## src/rtl/sram_port_arb_pkg.sv

```systemverilog
// Shared types and constants for the instruction/data SRAM port arbiter.
// The optional fetch starvation guard is enabled by SRAM_PORT_ARB_STARVE_GUARD_EN.
package sram_port_arb_pkg;

  localparam int ADDR_W_DEF = 12;
  localparam int DATA_W_DEF = 32;
  localparam int STREAK_W   = 4;

  // Tracks which requester owns the read data arriving from the SRAM next cycle
  typedef enum logic [1:0] {
    NONE  = 2'd0,
    FETCH = 2'd1,
    LOAD  = 2'd2
  } rd_owner_t;

endpackage

```

## src/rtl/sram_port_arb_prio.sv

```systemverilog
// Grant decision between fetch and data requesters, with optional starvation guard.
// Guard logic (streak counter) is built only when SRAM_PORT_ARB_STARVE_GUARD_EN is defined.
module sram_port_arb_prio
  import sram_port_arb_pkg::*;
#(
  parameter int MAX_DATA_STREAK = 4
) (
  input  logic clk,
  input  logic rst_n,
  input  logic if_req,
  input  logic d_req,
  output logic if_gnt,
  output logic d_gnt
);

`ifdef SRAM_PORT_ARB_STARVE_GUARD_EN

  logic [STREAK_W-1:0] streak_reg;
  logic [STREAK_W-1:0] streak_next;
  logic                starve;

  assign starve = (streak_reg == STREAK_W'(MAX_DATA_STREAK));

  // Data wins unless fetch has been passed over MAX_DATA_STREAK times in a row
  always_comb begin
    if_gnt = 1'b0;
    d_gnt  = 1'b0;
    if (rst_n) begin
      if (d_req && !(if_req && starve)) begin
        d_gnt = 1'b1;
      end else if (if_req) begin
        if_gnt = 1'b1;
      end
    end
  end

  always_comb begin
    streak_next = streak_reg;
    if (if_gnt || !if_req) begin
      streak_next = '0;
    end else if (d_gnt && (streak_reg != {STREAK_W{1'b1}})) begin
      streak_next = streak_reg + 1'b1;
    end
  end

  always_ff @(posedge clk or negedge rst_n) begin
    if (!rst_n) begin
      streak_reg <= '0;
    end else begin
      streak_reg <= streak_next;
    end
  end

`else

  // Strict data priority; fetch may wait indefinitely under sustained data traffic
  always_comb begin
    if_gnt = 1'b0;
    d_gnt  = 1'b0;
    if (rst_n) begin
      if (d_req) begin
        d_gnt = 1'b1;
      end else if (if_req) begin
        if_gnt = 1'b1;
      end
    end
  end

  logic unused_guard;
  assign unused_guard = &{1'b0, clk};
  localparam int unused_max_streak = MAX_DATA_STREAK;

`endif

endmodule

```

## src/rtl/sram_port_arbiter.sv

```systemverilog
// Shares one single-port SRAM between instruction fetch and load/store requesters.
// Define SRAM_PORT_ARB_STARVE_GUARD_EN to bound consecutive data grants while fetch waits.
module sram_port_arbiter
  import sram_port_arb_pkg::*;
#(
  parameter int ADDR_W          = ADDR_W_DEF,
  parameter int DATA_W          = DATA_W_DEF,
  parameter int MAX_DATA_STREAK = 4
) (
  input  logic              clk,
  input  logic              rst_n,
  input  logic              if_req,
  input  logic [ADDR_W-1:0] if_addr,
  output logic              if_gnt,
  output logic              if_rvalid,
  output logic [DATA_W-1:0] if_rdata,
  input  logic              d_req,
  input  logic              d_we,
  input  logic [ADDR_W-1:0] d_addr,
  input  logic [DATA_W-1:0] d_wdata,
  output logic              d_gnt,
  output logic              d_rvalid,
  output logic [DATA_W-1:0] d_rdata,
  output logic [ADDR_W-1:0] sram_address,
  output logic [DATA_W-1:0] sram_data,
  output logic              sram_wren,
  input  logic [DATA_W-1:0] sram_q
);

  rd_owner_t         rd_owner_reg;
  rd_owner_t         rd_owner_next;
  logic [ADDR_W-1:0] last_addr_reg;

  sram_port_arb_prio #(
    .MAX_DATA_STREAK(MAX_DATA_STREAK)
  ) u_prio (
    .clk   (clk),
    .rst_n (rst_n),
    .if_req(if_req),
    .d_req (d_req),
    .if_gnt(if_gnt),
    .d_gnt (d_gnt)
  );

  // With no grant the address bus parks on the last granted address
  always_comb begin
    sram_address = last_addr_reg;
    if (d_gnt) begin
      sram_address = d_addr;
    end else if (if_gnt) begin
      sram_address = if_addr;
    end
  end

  assign sram_wren = d_gnt & d_we;
  assign sram_data = d_wdata;

  always_ff @(posedge clk or negedge rst_n) begin
    if (!rst_n) begin
      last_addr_reg <= '0;
    end else begin
      last_addr_reg <= sram_address;
    end
  end

  // Stores complete at the grant edge and never claim the read return slot
  always_comb begin
    rd_owner_next = NONE;
    if (if_gnt) begin
      rd_owner_next = FETCH;
    end else if (d_gnt && !d_we) begin
      rd_owner_next = LOAD;
    end
  end

  always_ff @(posedge clk or negedge rst_n) begin
    if (!rst_n) begin
      rd_owner_reg <= NONE;
    end else begin
      rd_owner_reg <= rd_owner_next;
    end
  end

  assign if_rvalid = (rd_owner_reg == FETCH);
  assign d_rvalid  = (rd_owner_reg == LOAD);
  assign if_rdata  = sram_q;
  assign d_rdata   = sram_q;

  a_one_grant : assert property (@(posedge clk) disable iff (!rst_n) !(if_gnt && d_gnt));
  a_wren_gnt  : assert property (@(posedge clk) disable iff (!rst_n) sram_wren |-> d_gnt);

endmodule
```

## config.mk

```make
export PLATFORM = sky130hd
export DESIGN_NAME = sram_port_arbiter
export DESIGN_NICKNAME = d
export VERILOG_FILES = /design/src/rtl/sram_port_arb_pkg.sv /design/src/rtl/sram_port_arb_prio.sv /design/src/rtl/sram_port_arbiter.sv
export SDC_FILE = /design/constraint.sdc
export NUM_CORES = 1
export LEC_CHECK = 0
export ABC_AREA = 1
export CORE_AREA = 2 2 80 82
export CTS_CLUSTER_SIZE = 40
export DETAILED_ROUTE_END_ITERATION = 6
export DIE_AREA = 0 0 82 84
export DONT_BUFFER_PORTS = 1
export GPL_ROUTABILITY_DRIVEN = 0
export SLEW_MARGIN = 15
export SYNTH_ARGS = -nofsm -noshare
export SYNTH_HDL_FRONTEND = slang
export SYNTH_HIERARCHICAL = 1
export SYNTH_SLANG_ARGS = --single-unit
```

## constraint.sdc

```tcl
create_clock -name clk -period 2.8 [get_ports clk]
set_clock_uncertainty 0.2 [all_clocks]
set_input_delay 0.56 -clock clk [delete_from_list [all_inputs] [get_ports clk]]
set_output_delay 0.56 -clock clk [all_outputs]
set_load 0.03 [all_outputs]
```

# --- Word-level counts from Yosys, hierarchy flattened ---
# Cells that the tools add are included.
totals:
  reg_bits: 14
  inputBits: 93
  out_inout_bits: 113
  wordCells: 16
op_classes:
  eq_ne: 2
  n_mux: 9
  bitwise_logic: 1
  reduce_logical: 2
ops:
  columns: ["operator", "n"]
  rows:
  - ["2-to-1 mux 12 bit", 2]
  - ["2-to-1 mux 1 bit", 5]
  - ["2-to-1 mux 2 bit", 2]
  - ["== test 2 x 1 -> 1 bit, second input constant", 1]
  - ["== test 2 bit, second input constant", 1]
  - ["AND 1 bit", 1]
  - ["logical AND 1 bit", 1]
  - ["zero test 1 bit", 1]

# --- Longest topological paths before layout ---
# Gate-level depths: netlist of the first run.
logic_depth:
  ltp_word: 5
  ltp_mapped: 7
  mapped_depth_nobuf: 6

# --- Modules after synthesis ---
# Netlist of the first run, hierarchy kept.
by_module_without_submodules:
  columns: ["mod", "n_inst", "cells_per_inst", "area_per_inst_um2", "seq_area_each_um2"]
  rows:
  - ["sram_port_arbiter", 1, 207, 1472.7, 350.3]
  - ["sram_port_arb_prio", 1, 4, 17.5, 0.0]

# --- Worst setup path before layout of the first run ---
# Ideal clock, no wire load.
synth_timing:
  path_kind: "input -> output"
  from: "in if_req"
  to: "out sram_address[1]"
  arrival_ps: 1569
  slack_ps: 471
  cell_stages: 7
  path_buffers: 1
  path_cell_list: "nand2_1 > nor2_2 > inv_2 > buf_6 > nand2_1 > nand3_1 > nand2_1"
synth_between:
  elab_chain_cells: 5
synth_rtl:
  columns: ["item", "line", "text"]
  rows:
  - ["start, declared", "sram_port_arbiter.sv:12", "input logic if_req,"]
  - ["2-to-1 mux 1 bit", "sram_port_arb_prio.sv:63", "end else if (if_req) begin"]
  - ["2-to-1 mux 1 bit", "sram_port_arb_prio.sv:61", "if (d_req) begin"]
  - ["2-to-1 mux 1 bit", "sram_port_arb_prio.sv:60", "if (rst_n) begin"]
  - ["net if_gnt", "sram_port_arbiter.sv:14", "output logic if_gnt,"]
  - ["2-to-1 mux 12 bit", "sram_port_arbiter.sv:50", "end else if (if_gnt) begin"]
  - ["2-to-1 mux 12 bit", "sram_port_arbiter.sv:48", "if (d_gnt) begin"]
  - ["end, declared", "sram_port_arbiter.sv:24", "output logic [ADDR_W-1:0] sram_address,"]
# The timed path passes the listed nets, and every way through them passes these cells.

# --- Worst setup path in the final report of the first run ---
layout_timing:
  from: "in if_req"
  to: "out sram_address[11]"
# The elaborated chain is that of the path after synthesis.

==> key figures, run 1 <==
Status
  • Status: finished clean

Finish
  • Fill cells: around 680
  • Ant. Diodes: 0
  • Max FFs per register: 12
  • Layout Area Growth over Synthesis: -21.3%
  • Post-layout util: between 10% and 20%
  • NumNets Final: 228
  • Layout cells sized above 1: 19.4%

GRT
  • Number of antenna violations at the first check in global routing: 0
  • GRT overflow: 0
  • Total GRT Usage: 8.99%
  • First-pass GRT wire length: 4.42 mm
  • Largest net degree at the start of global routing: 15
  • Vias in the first global route: 882

Power and ir drop
  • Peak supply drop: 0.133 mV
  • Cell Pwr Density: approximately 590 mW/mm^2
  • Leak pwr: between 0.6 and 0.7 nW

Worst hold path
  • Min-Delay Path Class: in -> reg

Synthesis
  • Share of the synthesized area in the top cell type: between 40 and 50%
  • Synth Area in Simple Gates: between 15 and 20%
  • Cell Area, Synth: 0.00149 mm^2
  • Synth warnings: 6
  • Number of enable flip-flop cells after synthesis: 0
  • Most common cell in the netlist: buf_4
  • Syn Area/Cell: 7.06 um^2
  • Adder-Cell Fraction of Synth Area: 0%
  • Largest family of logic cells by synthesized area: buffers and inverters
  • FF+latch count, synth: 14
  • XOR/XNOR Fraction of Synth Area: 0%
  • Yosys top cell by area: buf_4
  • Synth cell types: 11
  • Gate Count Post-Synth: between 200 and 250
  • Fraction of registers with async set/reset: 100%
  • Fraction of synthesized area in multiplexers: 0%
  • Post-synthesis compound-gate area fraction: 0%
  • Synth area leaders: buf_4 49%, dfrtp_1 24%, nand2_1 13%
  • Ys flop type: dfrtp_1
  • Synth cell count leaders: 98 x buf_4, 51 x nand2_1, 28 x inv_1
  • Syn nets: roughly 300
  • Seq/Total Area, Yosys: around a quarter

STA
  • Setup TNS: 0 ns
  • Setup violations, final: 0
  • Final period util: between 70 and 80%
  • Max-slew violations: 0
  • Minimum clock period: approximately 2.2 ns
  • Final Hold Fails: 0
  • Slew margin rel.: 51.7%
  • Unrepaired setup endpoints after global routing: no
  • Fmax: ~0.46 GHz
  • Worst slew pin tran: around 0.72 ns

Clock network
  • Sink Count: 14
  • Clock Tree Root: clkbuf_8
  • Clock-pin slew on the worst setup and hold paths: ~0.06 ns
  • CTS buffer count: 3
  • CTS max path bufs: 2
  • Clk Latency, worst-skew pair: around 0.25 ns
  • CTS tree: built
  • H-tree depth: 1
  • Post-CTS setup buffers: 0
  • # resized after CTS: 0

Die
  • Die area: ~0.007 mm^2
  • Chip height: 84 um
  • Initial Utilization: approximately 24%
  • Core area: slightly above 0.006 mm^2
  • FP Rows: 29
  • Io pins: 206
  • Die X: just over 80 um

Critical path
  • Worst path bufs/invs: 2
  • CP required: just over 2 ns
  • Most used cell, CP: nand2_1
  • Crit path launch type: input pin
  • Crit-path max cell delay: between 0.2 and 0.3 ns
  • Crit Path Max Fanout: 10
  • Nature of the critical path endpoint: primary output
  • CP Cell Sequence: nand2_1 > nor2_2 > buf_4 > nand2_1 > nand3_1 > nand2_1 > buf_12
  • R2R Setup Slk: 1.69 ns
  • Top delay family on crit path: simple AND/OR/NAND/NOR gates
  • Critical-path top delay cell: buf_4
  • Arrival @ worst endpoint: between 1 and 1.5 ns
  • CP Class: in -> out

Route
  • Routed WL per cell: between 10 and 15 um
  • # DRC: 0
  • Final wirelength: roughly 3.0 mm
  • DR vias: around 780
  • Initial DRC count: 8
  • Via density: between 3 and 4
  • First drt pass iteration count: 3
  • Antenna-violating nets left: 0

Placement
  • I/O Buffers: 0
  • Final HPWL DP: between 2 and 2.5 mm

Run
  • Max Cap Viol: 0
per-layer routing:
metal  wire length (um)  track usage, %  vias to the layer above
met3                401            5.84                       25
met2               1350            13.9                       50
met5                  0               0                        -
met4                144            6.21                        0
met1               1060            8.45                      340
li1                   -               -                      366
area by class of cell:
| class | instances | area [um^2] | share of cell area [%] |
|---|---|---|---|
| Multi-Input combinational cell | 67 | 275 | 23.5 |
| Inverter | 30 | 113 | 9.61 |
| Timing Repair Buffer | 19 | 283 | 24.1 |
| Tap cell | 77 | 96.3 | 8.22 |
| Clock buffer | 4 | 55.1 | 4.70 |
| Sequential cell | 14 | 350 | 29.9 |
stage by stage:
step | power, mW | instances | worst slack [ns] | area [um^2] | hold WS (ns)
2_1_floorplan | 0.618 | 211 | 0.471 | 1490 | 0.0644
3_3_place_gp | 0.488 | 206 | 0.651 | 1110 | 0.0647
3_5_place_dp | 0.491 | 206 | 0.607 | 1110 | 0.0647
4_1_cts | 0.708 | 211 | 0.605 | 1170 | 0.160
5_1_grt | 0.739 | 211 | 0.516 | 1170 | 0.157
6_report | 0.694 | 211 | 0.621 | 1170 | 0.165
cell families after synthesis:
| family | after synthesis |
|---|---|
| buffers and inverters | 130 |
| DFF | 14 |
| and+or+nand+nor | 67 |
worst register-to-register path, stage by stage, from the launching register on:
cell	delay, ns
dfrtp_1	0.36
inv_1	0.05
nand2_1	0.04
nand3_1	0.06
nand2_1	0.21
layout by cell type (no fill, tap or decap), drive strengths merged:
master and n:
dfrtp 14, nand2 51, clkbuf 4, inv 30
nor3 1, dlygate4sd3 1, nor2 3, buf 18
nand3 12
report_power, final:
part / internal (mW) / switching [mW]
clock network: 0.125 / 0.0812
registers: 0.228 / 0.00637
logic: 0.117 / 0.136
worst paths after layout:
path,startpoint,to,depth (start not counted)
max,if_req,sram_address[11],7
min,d_we,rd_owner_reg[1],1
max reg2reg,last_addr_reg[9],last_addr_reg[9],4
min reg2reg,last_addr_reg[4],last_addr_reg[4],4
max in group asynchronous,rst_n,last_addr_reg[2],1
min in group asynchronous,rst_n,last_addr_reg[8],1
repair_timing:
action | 4_1_cts | 5_1_grt
setup endpoints to repair | 0 | 0
hold endpoints to repair | 14 | 0
hold buffers | 1 | 0
Note: power is estimated with default switching activity, not from simulation.
==> run 2: changes to the inputs <==
==> constraint.sdc (replaced) <==
create_clock -name clk -period 2.1 [get_ports clk]
set_clock_uncertainty 0.2 [all_clocks]
set_input_delay 0.42 -clock clk [delete_from_list [all_inputs] [get_ports clk]]
set_output_delay 0.42 -clock clk [all_outputs]
set_load 0.03 [all_outputs]
==> run 2 against run 1 <==
Combinational power increased by 34%. Total power rose by 35%. Sequential share of layout area decreased by 0.56 points. Largest cell class unchanged.
==> key figures, run 2 (synthesized netlist as in run 1, its figures left out) <==
Route
  • Initial DRC count: 4 (-4)
  • Final wirelength: 2.92 mm (-1.0%)
  • Via density: 3.65 (-1.4%)
  • First drt pass iteration count: 2 (-1)
  • # DRC: 0 (unchanged)
  • DR vias: 781 (unchanged)
  • Antenna-violating nets left: 0 (unchanged)
  • Routed WL per cell: 13.6 um (-2.4%)

Clock network
  • CTS buffer count: 3 (unchanged)
  • Post-CTS setup buffers: 0 (unchanged)
  • Sink Count: 14 (unchanged)
  • CTS tree: built
  • H-tree depth: 1 (unchanged)
  • Clk Latency, worst-skew pair: 0.25 ns (about the same)
  • # resized after CTS: 0 (unchanged)
  • Clock-pin slew on the worst setup and hold paths: 0.07 ns (about the same)
  • Clock Tree Root: clkbuf_8
  • CTS max path bufs: 2 (unchanged)

Finish
  • Most common cell after layout, fill and taps aside: nand2_1
  • Layout Area Growth over Synthesis: -19.8%
  • Sequential Area: 350 um^2 (unchanged)
  • Fin cells: 214 (+1.4%)
  • Cell area after layout: 0.00119 mm^2 (+1.9%)
  • Multi-input logic area: 275 um^2 (unchanged)
  • Layout cells sized above 1: 21.2% (+1.8 points)
  • Max FFs per register: 12 (unchanged)
  • Ant. Diodes: 0 (unchanged)
  • NumNets Final: 231 (+1.3%)
  • Fill cells: 693 (+2.1%)
  • Most frequent cells in the layout: 51 x nand2_1, 28 x inv_1, 14 x dfrtp_1

Placement
  • Final HPWL DP: 2.24 mm (-1.6%)
  • Pre-CTS setup slack: 0.279 ns (-0.327 ns)
  • I/O Buffers: 0 (unchanged)
  • Dpl cell area: 0.00113 mm^2 (+2.0%)
  • Placed Cells incl. Taps: 209 (+1.5%)

Critical path
  • Crit Path Max Fanout: 6 (-4)
  • Critical-path top delay cell: buf_4
  • CP Cell Sequence: nand2_1 > nor2_2 > inv_2 > buf_4 > nand2_1 > nand3_1 > nand2_1 > buf_12
  • Most used cell, CP: nand2_1
  • Crit-path max cell delay: 0.16 ns (-0.11 ns)
  • Arrival @ worst endpoint: 1.18 ns (-0.24 ns)
  • CP Class: in -> out
  • Worst path bufs/invs: 3 (+1)
  • Nature of the critical path endpoint: primary output
  • Critical Path Source: if_req
  • CP required: 1.48 ns (-0.56 ns)
  • Top delay family on crit path: simple AND/OR/NAND/NOR gates
  • Crit path launch type: input pin
  • FF-to-FF Start: last_addr_reg[9]

Power and ir drop
  • Flop pwr share: 33.3% (-0.5 points)
  • Sw Ratio: 33.0% (+0.71 points)
  • Leak pwr: 0.671 nW (+2.3%)
  • Combinational share of power: 36.1% (-0.4 points)
  • Peak supply drop: 0.212 mV (+60%)
  • Cell Pwr Density: 786 mW/mm^2 (+33%)
  • Net Sw Power: 0.310 mW (+38%)
  • Int Pwr: 0.630 mW (+34%)
  • Clock power frac: 30.6% (+0.9 points)

Die
  • Initial Utilization: 24.4% (unchanged)
  • Core area: 0.00610 mm^2 (unchanged)
  • Die X: 82 um (unchanged)
  • Io pins: 206 (unchanged)
  • Die area: 0.00689 mm^2 (unchanged)
  • FP Rows: 29 (unchanged)
  • Chip height: 84 um (unchanged)

STA
  • Slew margin rel.: 50.5% (-1.2 points)
  • Fmax: between 0.5 and 0.6 GHz
  • Minimum clock period: between 1.5 and 2 ns
  • Max-slew violations: 0 (unchanged)
  • Final period util: between 80% and 90%
  • Final Hold Fails: 0 (unchanged)
  • Setup violations, final: 0 (unchanged)
  • Post-route setup slack: 0.303 ns (-0.319 ns)
  • Unrepaired setup endpoints after global routing: no
  • Worst slew pin tran: 0.740 ns (+0.0182 ns)
  • Setup TNS: 0 ns (unchanged)

GRT
  • GRT overflow: 0 (unchanged)
  • Largest net degree at the start of global routing: 15 (unchanged)
  • Vias in the first global route: 831 (-5.8%)
  • Number of antenna violations at the first check in global routing: 0 (unchanged)
  • Total GRT Usage: 8.69% (-0.30 points)
  • First-pass GRT wire length: 4.21 mm (-4.8%)

Worst hold path
  • Hold_sp: d_we
  • Min-Delay Path Class: in -> reg

Run
  • Max Cap Viol: 0 (unchanged)

Status
  • Status: finished clean
==> run 2: changes by cell type in the layout (fill, tap and decap cells not counted), sizes merged <==
| cell | delta |
|---|---|
| buf | +3 |
==> run 2: path summary, 6_finish.rpt <==
kind,endpoint,slack [ns],depth (start not counted)
max,sram_address[4],0.30,8
min,rd_owner_reg[1],0.02,1
max reg2reg,last_addr_reg[9],0.99,4
min reg2reg,last_addr_reg[4],0.44,4
max in group asynchronous,last_addr_reg[1],0.77,1
min in group asynchronous,last_addr_reg[2],0.47,1
==> run 2: area by class of cell <==
class / instances / share of cell area (%)
Clock buffer: 4 / 4.61
Inverter: 30 / 9.42
Multi-Input combinational cell: 67 / 23.0
Sequential cell: 14 / 29.3
Tap cell: 77 / 8.06
Timing Repair Buffer: 22 / 25.5
==> run 2: power by group through the flow <==
stage | Combinational [mW] | Sequential (mW) | Clock [mW]
2_1_floorplan | 0.508 | 0.316 | 0
3_3_place_gp | 0.335 | 0.317 | 0
3_5_place_dp | 0.338 | 0.319 | 0
4_1_cts | 0.347 | 0.313 | 0.300
5_1_grt | 0.366 | 0.316 | 0.317
6_report | 0.339 | 0.313 | 0.287
==> run 2: timing repair <==
action,CTS,global route
setup endpoints to repair,0,0
hold endpoints to repair,14,0
hold buffers,1,0
==> run 2: stage by stage <==
stage | utilization [%] | power, mW | hold slack [ns]
2_1_floorplan | - | 0.825 | -0.0756
3_3_place_gp | 18.5 | 0.652 | -0.0753
3_5_place_dp | 18.5 | 0.657 | -0.0753
4_1_cts | 19.6 | 0.961 | 0.0114
5_1_grt | 19.6 | 0.999 | 0.00945
6_report | 19.6 | 0.940 | 0.0164
==> run 2: per-layer routing <==
| metal | vias to the layer above | share of wire [%] | track usage, % |
|---|---|---|---|
| met5 | - | 0 | 0 |
| met4 | 0 | 4.7 | 6.67 |
| met3 | 25 | 11 | 3.68 |
| met2 | 49 | 46 | 13.3 |
| met1 | 335 | 39 | 9.18 |
| li1 | 372 | - | - |
==> run 3: changes to the inputs <==
--- a/config.mk
+++ b/config.mk
@@ -6,6 +6,7 @@
 export NUM_CORES = 1
 export LEC_CHECK = 0
 export ABC_AREA = 1
+export CAP_MARGIN = 20
 export CORE_AREA = 2 2 80 82
 export CTS_CLUSTER_SIZE = 40
 export DETAILED_ROUTE_END_ITERATION = 6
==> results of run 3 <==
The final DEF is identical to that of run 2; final timing and power are the same.
